--- config.mk ---
export PLATFORM = sky130hd
export DESIGN_NAME = call_stack
export DESIGN_NICKNAME = d
export VERILOG_FILES = /design/src/rtl/call_stack.sv
export SDC_FILE = /design/constraint.sdc
export NUM_CORES = 1
export LEC_CHECK = 0
export ABC_AREA = 1
export CELL_PAD_IN_SITES_DETAIL_PLACEMENT = 1
export CELL_PAD_IN_SITES_GLOBAL_PLACEMENT = 1
export CORE_MARGIN = 3
export CORE_UTILIZATION = 33
export DETAILED_ROUTE_END_ITERATION = 8
export PLACE_DENSITY = 0.56
export SLEW_MARGIN = 10
export SYNTH_ARGS = -nofsm -noshare
export SYNTH_HDL_FRONTEND = slang
export SYNTH_SLANG_ARGS = --single-unit
export TNS_END_PERCENT = 50
--- constraint.sdc ---
create_clock -name clk -period 4.6 [get_ports clk]
set_input_delay 0.92 -clock clk [delete_from_list [all_inputs] [get_ports clk]]
set_output_delay 0.92 -clock clk [all_outputs]
set_load 0.02 [all_outputs]
--- src/rtl/call_stack.sv ---
// Return-address stack for call/return handling beside the decode stage.
// Push stores an address, pop returns the newest address one cycle later with a valid strobe.
module call_stack #(
  parameter int DATA_WIDTH = 32,
  parameter int DEPTH      = 16,
  parameter int PTR_WIDTH  = 4
) (
  input  logic                  clk,
  input  logic                  rst,
  input  logic                  push,
  input  logic                  pop,
  input  logic [DATA_WIDTH-1:0] push_data,
  input  logic                  clear_err,
  output logic [DATA_WIDTH-1:0] pop_data,
  output logic                  pop_valid,
  output logic [DATA_WIDTH-1:0] top_data,
  output logic [PTR_WIDTH:0]    count,
  output logic                  empty,
  output logic                  full,
  output logic                  overflow,
  output logic                  underflow
);

  logic [DATA_WIDTH-1:0] mem [DEPTH];
  logic [PTR_WIDTH-1:0]  top_idx;
  logic [PTR_WIDTH-1:0]  wr_idx;
  logic                  pop_ok;
  logic                  wr_en;
  logic                  inc;
  logic                  dec;
  logic                  ovf_set;
  logic                  unf_set;

  assign empty   = (count == '0);
  assign full    = (count == (PTR_WIDTH+1)'(DEPTH));
  assign top_idx = PTR_WIDTH'(count - 1'b1);
  assign top_data = empty ? '0 : mem[top_idx];

  // A push alongside an accepted pop overwrites the top entry in place;
  // a push alongside a rejected pop (empty stack) behaves as a plain push.
  assign pop_ok  = pop && !empty;
  assign wr_en   = push && (pop_ok || !full);
  assign wr_idx  = pop_ok ? top_idx : count[PTR_WIDTH-1:0];
  assign inc     = push && !pop_ok && !full;
  assign dec     = pop_ok && !push;
  assign ovf_set = push && !pop_ok && full;
  assign unf_set = pop && empty;

  always_ff @(posedge clk) begin
    if (wr_en) begin
      mem[wr_idx] <= push_data;
    end
  end

  always_ff @(posedge clk or negedge rst) begin
    if (!rst) begin
      count     <= '0;
      pop_data  <= '0;
      pop_valid <= 1'b0;
      overflow  <= 1'b0;
      underflow <= 1'b0;
    end else begin
      pop_valid <= pop_ok;
      if (pop_ok) begin
        pop_data <= mem[top_idx];
      end
      if (inc) begin
        count <= count + 1'b1;
      end else if (dec) begin
        count <= count - 1'b1;
      end
      // New errors take priority over a simultaneous clear.
      if (ovf_set) begin
        overflow <= 1'b1;
      end else if (clear_err) begin
        overflow <= 1'b0;
      end
      if (unf_set) begin
        underflow <= 1'b1;
      end else if (clear_err) begin
        underflow <= 1'b0;
      end
    end
  end

endmodule

# Yosys cells after proc, flatten, opt, wreduce, memory -nomap -nowiden
# Memories as Yosys holds them, arrays and structs flattened.
# Index checks and enable logic that the tools add are counted.
# classes
addsub,2
eq_ne,1
n_mux,9
n_reduce_logical,16
# ops
op,count
32-bit 2-to-1 mux,1
5-bit 2-to-1 mux,2
1-bit logical AND,7
2-bit nonzero test,3
5-bit by 1-bit adder with 5-bit output (second input constant),1
5-bit equality test (second input constant),1
5-bit zero test,1
1-bit 2-to-1 mux,5
5-bit by 1-bit subtractor with 5-bit output (second input constant),1
1-bit zero test,4
4-bit 2-to-1 mux,1
1-bit logical OR,1
# totals
regBits,40
ramBits,512
input_bits,37
output_inout_bits,74
elab_cells,34
mem_count,1
# mem_list
memory,depth,width,read_ports,rd_clocked_by_memory_dff,write_ports,line_no,text
mem,16,32,1,0,1,24,logic [DATA_WIDTH-1:0] mem [DEPTH];

# Longest topological paths before layout
# Gate-level depths: netlist (run 1).
# depth
ltp_word,7
mapped_depth,15
depth_no_buf,10

# Least setup slack after synthesis (run 1)
# Ideal clock, no wire load.
# synth_path
kind,register to register
from,register count[0]
to,"memory mem[2][0], enable pin"
t_arrival_ns,3.421
t_required_ns,4.179
slack_ns,0.758
stages_incl_launch_ff,11
path_buffers,5
cell_sequence,dfrtp_1 > buf_2 > inv_4 > buf_2 > buf_4 > ha_1 > buf_2 > clkbuf_1 > o21ai_0 > nand2_1 > nor2_1
# synth_between
elab_chain_len,7
word_cells_on_any_way,11
classes_between,1 x add/sub; 1 x eq/ne; 3 x mux; 6 x reduce/logical
# synth_lines
item,line_no,text
"start, declared",17,"output logic [PTR_WIDTH:0] count,"
"start signal, assigned",68,count <= count + 1'b1;
"start signal, assigned",70,count <= count - 1'b1;
5-bit zero test,34,assign empty = (count == '0);
1-bit zero test,41,assign pop_ok = pop && !empty;
1-bit logical AND,41,
1-bit logical OR,42,assign wr_en = push && (pop_ok || !full);
1-bit logical AND,42,
1-bit 2-to-1 mux,50,if (wr_en) begin
1-bit 2-to-1 mux (not written as such),51,mem[wr_idx] <= push_data;
"end, declared",24,
# Several ways; a longest one is shown, not always the timed one.

# Worst setup path in the final report (run 1)
# layout_path
from,register count[2]
to,output port top_data[25]
# layout_between
elab_chain_len,3
word_cells_on_any_way,4
classes_between,1 x add/sub; 1 x mux; 1 x reduce/logical; 1 x memory
# layout_lines
item,line_no,text
5-bit by 1-bit subtractor with 5-bit output,n/a,
memory read 16 x 32 bit,n/a,
32-bit 2-to-1 mux *,37,assign top_data = empty ? '0 : mem[top_idx];
"end, declared",16,"output logic [DATA_WIDTH-1:0] top_data,"
# Every way passes the cells marked *; elsewhere a longest branch is shown, timed or not.

==> results of run 1 <==
==> sequential cells by signal, indices dropped and copies added (netlist names) <==
signal	flops
pop_valid	1
mem	512
underflow	1
overflow	1
count	5
pop_data	32
==> where the power goes <==
group	switching (mW)	internal, mW	leakage [nW]
clock	2.04	3.10	1.04
sequential	0.205	6.14	5.11
combinational	7.35	3.64	5.95
==> synth_stat cells (all sizes together) <==
library cell	count
nor2	19
clkbuf	15
a21oi	32
buf	102
nand3	398
dfrtp	40
nand2	804
edfxtp	512
o32ai	1
inv	400
xor2	7
xnor2	1
clkinv	1
ha	3
o21ai	6
==> final cells by class <==
class,count,area (um2)
Fill cell,7904,43100
Sequential cell,552,16400
Multi-Input combinational cell,1271,5630
Timing Repair Buffer,175,1820
Clock buffer,75,1620
Inverter,401,1520
Tap cell,950,1190
Clock inverter,40,479
==> path summary, 6_finish.rpt <==
| check | depth (start not counted) | slack [ns] | end | from |
|---|---|---|---|---|
| setup / recovery | 10 | 0.21 | top_data[25] | count[2] |
| hold / removal | 1 | 0.38 | pop_data[5] | rst |
| setup reg to reg | 9 | 1.37 | mem[11][2] | count[2] |
| hold reg to reg | 2 | 0.48 | pop_data[30] | pop_data[30] |
| max in group asynchronous | 2 | 3.28 | count[0] | rst |
| min in group clk | 2 | 0.48 | pop_data[30] | pop_data[30] |
==> cells by family (layout without fill, tap and decap cells) <==
logic type	Yosys count	in the layout
AO/OA/AOI/OAI	39	39
adder cells (fa/ha/maj)	3	3
XOR/XNOR	8	8
AND/OR/NAND/NOR	1221	1221
buffers and inverters	518	691
flip-flops	552	552
==> layer usage <==
metal,up-vias,routed length (um)
met5,-,0
met1,8513,32800
li1,7789,-
met3,106,3170
met2,302,35400
met4,0,1700
==> timing repair <==
action                     4_1_cts  5_1_grt
hold buffers                     0        0
buffers inserted                 0        5
resized for setup                0        2
setup endpoints to repair        0       16
==> worst max-delay path, delay by kind of cell (launching register included) <==
kind	cells	cell delay, ns
AOI/OAI and AO/OA	1	0.45
buffers and inverters	5	1.42
DFF	1	0.36
and+or+nand+nor	4	0.60
==> metrics.cfg, run 1 <==
[outcome]
status = finished, final reports clean

[drt]
firstDrtPassIters = 5
routedWlPerCell_um = 21.1
drtIter0Drc = 975
drtAntennaViolNets = 0
vias = 16710
drcViolationCount = 0
routed_wl_um = 73000
post_drt_via_cell_ratio = 4.82

[cts]
clk_latency_ns = 0.63
cts_tree = built
clock-sinks = 552
cts-root-buf = clkbuf_16
cts_max_level = 2
clockBufferDepth = 3
clkTransAtPathRegs_ns = 0.06
numCtsBuffers = 61

[final_layout]
final_nets = 2502
finish.utilization_pct = 39.9
final_cells = 3464
final_cell_mix = 801 x nand2_1, 512 x edfxtp_1, 397 x inv_1, 385 x nand3_1, 109 x clkdlybuf4s50_1
drive_gt1_share_pct = 8.11
area_growth_syn_to_layout_pct = 19.3
antenna_cells = 0
stdcell_area_um2 = 28600
final_common_cell = nand2_1

[die]
boundaryPins = 111
fp.dieArea_um2 = 76000
initial_core_util_pct = 33.5
die_w_um = 276
dieHeight_um = 276
rows = 98
core_area_um2 = 71700

[global_routing]
use_met3_pct = 3.04
antenna_found_initial = 1
met2_usage_pct = 32.9
gr-usage-met1_pct = 25.9
grt_use_total_pct = 19.3
grt-busiest-layer = met2
grt_pass1_wl_um = 110000
first_global_vias = 17175
grt-ovfl-total = 0
grt_max_degree = 149

[critical_path]
cp_slowest_cell = clkdlybuf4s50_1
crit_path_cell_trace = buf_4, inv_1, nand3_1, inv_1, nand2_1, nand2_2, buf_12, nand3_1, a21oi_1, clkdlybuf4s50_1
crit_fanout = 25
crit_type = reg -> out
cp.arrival_ns = 3.47
max_stage_delay_ns = 0.71
cp.required_ns = 3.68
critPathCaptureType = primary output
start_kind = flip-flop

[yosys]
synth_fa_ha_area_share_pct = 0.156
synth_area_um2 = 24000
synth_area_leaders = edfxtp_1 64%, nand2_1 13%, nand3_1 8.0%, inv_1 6.2%, dfrtp_1 4.2%
syn_area_per_cell_um2 = 10.3
synth_top_family_by_area = simple AND/OR/NAND/NOR gates
synth_seq_cells = 552
synthXorXnorAreaFrac_pct = 0.323
synth_top_cell_by_area = edfxtp_1
synth.net_count = 2381
synth_cell_types = 26
synthMuxAreaShare_pct = 0
yosys_warnings = 0
synth.top_cell.area_share_pct = 64.0
synth-simple-area-share_pct = 21.5
syn_inst = 2341
synth-compound-area-share_pct = 0.829
ys_seq_area_share_pct = 68.2

[sta]
final_max_slew_viol_count = 0
fmax_mhz = 228
slew_headroom_pct = 38.7
min_period_ns = 4.39
whs_ns = 0.377
finalHoldViolations = 0
fin_skew_ns = 0.0209
setup_viol = 0
setup-tns-final_ns = 0
finalWorstSetupSlack_ns = 0.213
grt_setup_unrepaired = no
timing.final.crit_share_pct = 95.4
worstMarginPinSlew_ns = 0.919

[power_and_ir_drop]
p_leak_nw = 12.1
p_per_area_nw_per_um2 = 785
power.total_mw = 22.5
ir_drop_v = 0.000710

[placement]
place_ws_ns = 0.709
dp.cells = 3344
io_buffers = 110
gp_congestion = 0.750
dp_hpwl_um = 41700
placed_area_um2 = 26500

[job]
drv_cap = 0

[worst_hold_path]
hold_class = in -> async

(Power assumes the default switching activity.)
==> run 2, diff against run 1 <==
- CTS_BUF_LIST: default -> sky130_fd_sc_hd__clkbuf_16
==> run 2 against run 1 <==
  * Routed wire length about the same
  * Die area unchanged
  * Flip-flop and latch count unchanged
  * Combinational power about the same
  * Hold slack improved by 0.0025 ns
  * Clock power decreased by 1%
  * Critical path depth unchanged
  * Critical endpoint unchanged
==> metrics.cfg, run 2 (synthesis results as in run 1) <==
[outcome]
status = finished, final reports clean

[final_layout]
final_nets = 2502  ; unchanged
fillers = 7907  ; +0.038%
reg.largest.list = mem: 512 flops, pop_data: 32 flops, count: 5 flops
regMostFlops = mem
multiInputGateArea_um2 = 5630  ; unchanged
stdcell_area_um2 = 28600  ; about the same
antenna_cells = 0  ; unchanged
finish.utilization_pct = 39.9  ; about the same
final_cell_mix = 801 x nand2_1, 512 x edfxtp_1, 408 x inv_1, 385 x nand3_1, 109 x clkdlybuf4s50_1
regArea_um2 = 16400  ; unchanged
final_common_cell = nand2_1
largest_register_ffs = 512  ; unchanged
area_growth_syn_to_layout_pct = 19.2  ; about the same
drive_gt1_share_pct = 8.04  ; -0.080 points

[power_and_ir_drop]
p_int_mw = 12.8  ; -0.46%
power.total_mw = 22.4  ; -0.15%
switching_share_pct = 42.9  ; +0.18 points
p_clk_share_pct = 22.7  ; -0.2 points
ir_drop_v = 0.000712  ; +0.29%
p_leak_nw = 12.1  ; +0.28%
p_sw_mw = 9.62  ; +0.26%
p_per_area_nw_per_um2 = 784  ; about the same
comb_power_share_pct = 49.0  ; about the same
power_frac_seq_pct = 28.3  ; about the same

[sta]
setup_viol = 0  ; unchanged
finalHoldViolations = 0  ; unchanged
slew_headroom_pct = 43.8  ; +5.0 points
final_max_slew_viol_count = 0  ; unchanged
setup-tns-final_ns = 0  ; unchanged
min_period_ns = 4.39  ; +0.00143 ns
worstMarginPinSlew_ns = 0.844  ; -0.0752 ns
timing.final.crit_share_pct = 95.4  ; about the same
fmax_mhz = 228  ; about the same
grt_setup_unrepaired = no
fin_skew_ns = 0.0221  ; +0.00112 ns

[critical_path]
crit_type = reg -> out
max_stage_delay_ns = 0.71  ; about the same
crit_path_cell_trace = buf_4, inv_1, nand3_1, inv_1, nand2_1, nand2_2, buf_12, nand3_1, a21oi_1, clkdlybuf4s50_1
path_buf_inv = 5  ; unchanged
cp_slowest_cell = clkdlybuf4s50_1
start_kind = flip-flop
crit_family = buffers and inverters
crit_fanout = 25  ; unchanged
critPathCaptureType = primary output
cp.arrival_ns = 3.47  ; about the same
cp.required_ns = 3.68  ; about the same

[placement]
placed_area_um2 = 26500  ; unchanged
gp_congestion = 0.750  ; unchanged
io_buffers = 110  ; unchanged
dp_hpwl_um = 41700  ; unchanged

[global_routing]
grt_pass1_wl_um = 110000  ; -0.10%
antenna_found_initial = 1  ; unchanged
grt_max_degree = 149  ; unchanged
first_global_vias = 17163  ; -0.070%
grt_use_total_pct = 19.3  ; about the same
grt-ovfl-total = 0  ; unchanged

[cts]
cts-root-buf = clkbuf_16
holdBufCountCts = 0  ; unchanged
numCtsBuffers = 61  ; unchanged
clk_latency_ns = 0.63  ; about the same
cts_max_level = 2  ; unchanged
clockBufferDepth = 3  ; unchanged
cts_tree = built
clock-sinks = 552  ; unchanged
clkTransAtPathRegs_ns = 0.06  ; about the same

[drt]
drtIter0Drc = 1013  ; +3.9%
vias = 16693  ; -0.10%
firstDrtPassIters = 5  ; unchanged
drcViolationCount = 0  ; unchanged
routed_wl_um = 73100  ; about the same
routedWlPerCell_um = 21.1  ; about the same
drtAntennaViolNets = 0  ; unchanged
post_drt_via_cell_ratio = 4.82  ; -0.10%

[die]
dieHeight_um = 276  ; unchanged
boundaryPins = 111  ; unchanged
die_w_um = 276  ; unchanged
fp.dieArea_um2 = 76000  ; unchanged
initial_core_util_pct = 33.5  ; unchanged
rows = 98  ; unchanged
core_area_um2 = 71700  ; unchanged

[job]
drv_cap = 0  ; unchanged

[worst_hold_path]
hold_class = in -> async

==> run 2: area by class of cell <==
cell class                      count  share of cell area (%)
Sequential cell                   552                    57.2
Multi-Input combinational cell   1271                    19.7
Timing Repair Buffer              175                    6.37
Clock buffer                       62                    5.42
Inverter                          401                    5.30
Tap cell                          950                    4.15
Clock inverter                     53                    1.84
==> run 2: through the flow <==
step	setup WS, ns	cells	hold WS [ns]
finish	0.212	3464	0.379
global route	0.00875	3464	0.372
CTS	0.0271	3459	0.352
detailed placement	0.709	3344	0.464
global placement	0.717	3344	0.464
floorplan	0.758	2341	0.583
==> run 2: power groups by stage <==
| stage | Sequential [mW] | Combinational (mW) | Clock [mW] |
|---|---|---|---|
| after global placement | 6.43 | 11.0 | 0 |
| after detailed placement | 6.45 | 11.1 | 0 |
| after global routing | 6.40 | 12.1 | 5.44 |
| after CTS | 6.35 | 11.1 | 5.24 |
| after floorplan | 6.61 | 6.28 | 0 |
| final | 6.35 | 11.0 | 5.10 |
==> run 2: path summary, 6_finish.rpt <==
kind / cells past startpoint / endpoint / from / slack, ns
max: 10 / top_data[25] / count[2] / 0.21
min in group clk: 2 / pop_data[30] / pop_data[30] / 0.48
min reg2reg: 2 / pop_data[30] / pop_data[30] / 0.48
max in group asynchronous: 2 / count[0] / rst / 3.26
max reg2reg: 9 / mem[11][2] / count[2] / 1.36
min: 1 / pop_data[5] / rst / 0.38
==> run 2: repair_timing <==
action                     in CTS  in global routing
setup endpoints to repair       0                 16
setup buffers                   0                  5
gates resized for setup         0                  2
==> run 2: routing by layer <==
metal	up-vias	GRT usage, %	share of wire [%]	wire length (um)
met3	106	3.04	4.2	3060
met4	0	4.95	2.3	1700
met2	298	32.8	48	35400
met5	-	0	0	0
li1	7789	-	-	-
met1	8500	25.8	45	32900
==> run 3, diff against run 2 <==
- CAP_MARGIN: default -> 20
- PLACE_DENSITY: 0.56 -> 0.63
==> run 3 against run 2 <==
  * Cell count shrank 0.32%
  * Fmax is 0.29% lower
  * Hold slack got worse by 0.041 ns
  * Core utilization fell by 0.24 points
  * Non-clock buffer count shrank 8
  * Clock power fell by 6.1%
  * Via count shrank 0.44%
  * Clock skew is 0.013 ns lower
  * Sequential power about the same
  * Sequential share of layout area rose by 0.34 points
  * Global-route usage is 0.36 points lower
  * Critical path type unchanged
  * Highest routed layer unchanged
==> metrics.cfg, run 3 (synthesis results as in run 1) <==
[drt]
wl_met2_um = 36600  ; +3.4%
routed_wl_um = 72200  ; -1.3%
post_drt_via_cell_ratio = 4.81  ; -0.13%
firstDrtPassIters = 5  ; unchanged
wl_met3_um = 2610  ; -15%
top_layer = met4
drcViolationCount = 0  ; unchanged
vias = 16619  ; -0.44%
met1_length_um = 31200  ; -5.2%
drtAntennaViolNets = 0  ; unchanged
drtIter0Drc = 1156  ; +14%
routedWlPerCell_um = 20.9  ; -0.96%

[critical_path]
crit_family = buffers and inverters
crit_fanout = 48  ; +92%
start_kind = flip-flop
cp.required_ns = 3.68  ; about the same
crit_path_cell_trace = inv_1, ha_4, buf_4, nand3_1, nand3_1, nand3_1, a21oi_1, clkdlybuf4s50_1
crit_type = reg -> out
cp_slowest_cell = clkdlybuf4s50_1
cp.arrival_ns = 3.48  ; about the same
worst_path_most_repeated_cell = nand3_1
critPathCaptureType = primary output
path_buf_inv = 3  ; -2
max_stage_delay_ns = 0.68  ; -0.03 ns

[cts]
clockBufferDepth = 3  ; unchanged
cts_max_level = 2  ; unchanged
clock-sinks = 552  ; unchanged
clkTransAtPathRegs_ns = 0.06  ; about the same
numCtsBuffers = 59  ; -3.3%
clk_latency_ns = 0.62  ; about the same
cts_tree = built
cts-root-buf = clkbuf_16

[sta]
setup_viol = 0  ; unchanged
min_period_ns = 4.40  ; +0.0129 ns
timing.final.crit_share_pct = 95.7  ; +0.28 points
final_max_slew_viol_count = 0  ; unchanged
fin_skew_ns = 0.00946  ; -0.0126 ns
slew_headroom_pct = 51.6  ; +7.8 points
setup-tns-final_ns = 0  ; unchanged
fmax_mhz = 227  ; -0.29%
whs_ns = 0.338  ; -0.0413 ns
worstMarginPinSlew_ns = 0.724  ; -0.119 ns
grt_setup_unrepaired = no
finalHoldViolations = 0  ; unchanged

[power_and_ir_drop]
ir_drop_v = 0.000514  ; -28%
p_leak_nw = 12.1  ; -0.64%
p_per_area_nw_per_um2 = 775  ; -1.2%

[outcome]
status = finished, final reports clean

[die]
fp.dieArea_um2 = 76000  ; unchanged
initial_core_util_pct = 33.5  ; unchanged
rows = 98  ; unchanged
die_w_um = 276  ; unchanged
dieHeight_um = 276  ; unchanged
core_area_um2 = 71700  ; unchanged
boundaryPins = 111  ; unchanged

[final_layout]
final_cell_mix = 801 x nand2_1, 512 x edfxtp_1, 416 x inv_1, 385 x nand3_1, 108 x clkdlybuf4s50_1
regMostFlops = mem
drive_gt1_share_pct = 7.36  ; -0.68 points
fillers = 7861  ; -0.58%
reg.largest.list = mem: 512 flops, pop_data: 32 flops, count: 5 flops
final_common_cell = nand2_1
area_growth_syn_to_layout_pct = 18.5
largest_register_ffs = 512  ; unchanged
final_nets = 2492  ; -0.40%

[placement]
dp_hpwl_um = 41400  ; -0.58%
gp_congestion = 0.763  ; +1.8%
io_buffers = 110  ; unchanged

[global_routing]
grt_use_total_pct = 19.0  ; -0.36 points
grt_max_degree = 117  ; -21%
grt-ovfl-total = 0  ; unchanged
grt_pass1_wl_um = 109000  ; -1.1%
first_global_vias = 17513  ; +2.0%
antenna_found_initial = 3  ; +2

[job]
drv_cap = 0  ; unchanged

[worst_hold_path]
hold_class = in -> async

[run 3: cell count changes in the layout (fill, tap and decap cells not counted), sizes merged, moves of 2 or more]
cell and delta:
inv +9, bufinv -3, buf -9, clkinvlp +3, diode +2, clkinv -12
[run 3: worst paths after layout]
kind                              from  cells after the start           end  slack [ns]
max                           count[1]                      8  top_data[30]        0.20
min in group clk           pop_data[1]                      2   pop_data[1]        0.47
min reg2reg                pop_data[1]                      2   pop_data[1]        0.47
max reg2reg                   count[2]                     12    mem[11][8]        1.40
min                                rst                      1  pop_data[30]        0.34
max in group asynchronous          rst                      2      count[0]        3.45
[run 3: stage by stage]
step	utilization (%)	cell area (um2)	setup slack [ns]	total power, mW	std cells
after global routing	39.7	28500	0.00370	23.5	3453
after floorplan	-	24000	0.758	12.9	2341
after global placement	36.8	26400	0.727	17.2	3340
after CTS	39.6	28400	0.0432	22.3	3450
final	39.7	28500	0.199	22.1	3453
after detailed placement	36.8	26400	0.712	17.4	3340
[run 3: timing repair]
| action | CTS | global route |
|---|---|---|
| gates resized for setup | 0 | 8 |
| setup endpoints to repair | 0 | 9 |
| hold buffers | 0 | 0 |
| setup buffers | 0 | 0 |
[run 3: cell type report]
class | instances | area [um2] | area share, %
Antenna cell | 2 | 5.00 | 0.0176
Clock buffer | 60 | 1500 | 5.28
Clock inverter | 50 | 454 | 1.60
Inverter | 401 | 1520 | 5.33
Multi-Input combinational cell | 1271 | 5630 | 19.8
Sequential cell | 552 | 16400 | 57.6
Tap cell | 950 | 1190 | 4.18
Timing Repair Buffer | 167 | 1780 | 6.25
[run 3: per-layer routing]
metal | GRT usage, % | vias to the layer above
met2 | 33.2 | 328
met5 | 0 | -
met4 | 5.71 | 0
met1 | 24.6 | 8410
met3 | 2.21 | 103
li1 | - | 7778
[run 3: power breakdown]
group	total (mW)	internal [mW]	switching [mW]	leakage (nW)
Sequential	6.35	6.14	0.212	5.11
Combinational	10.9	3.57	7.33	5.93
Clock	4.79	2.81	1.99	1.02
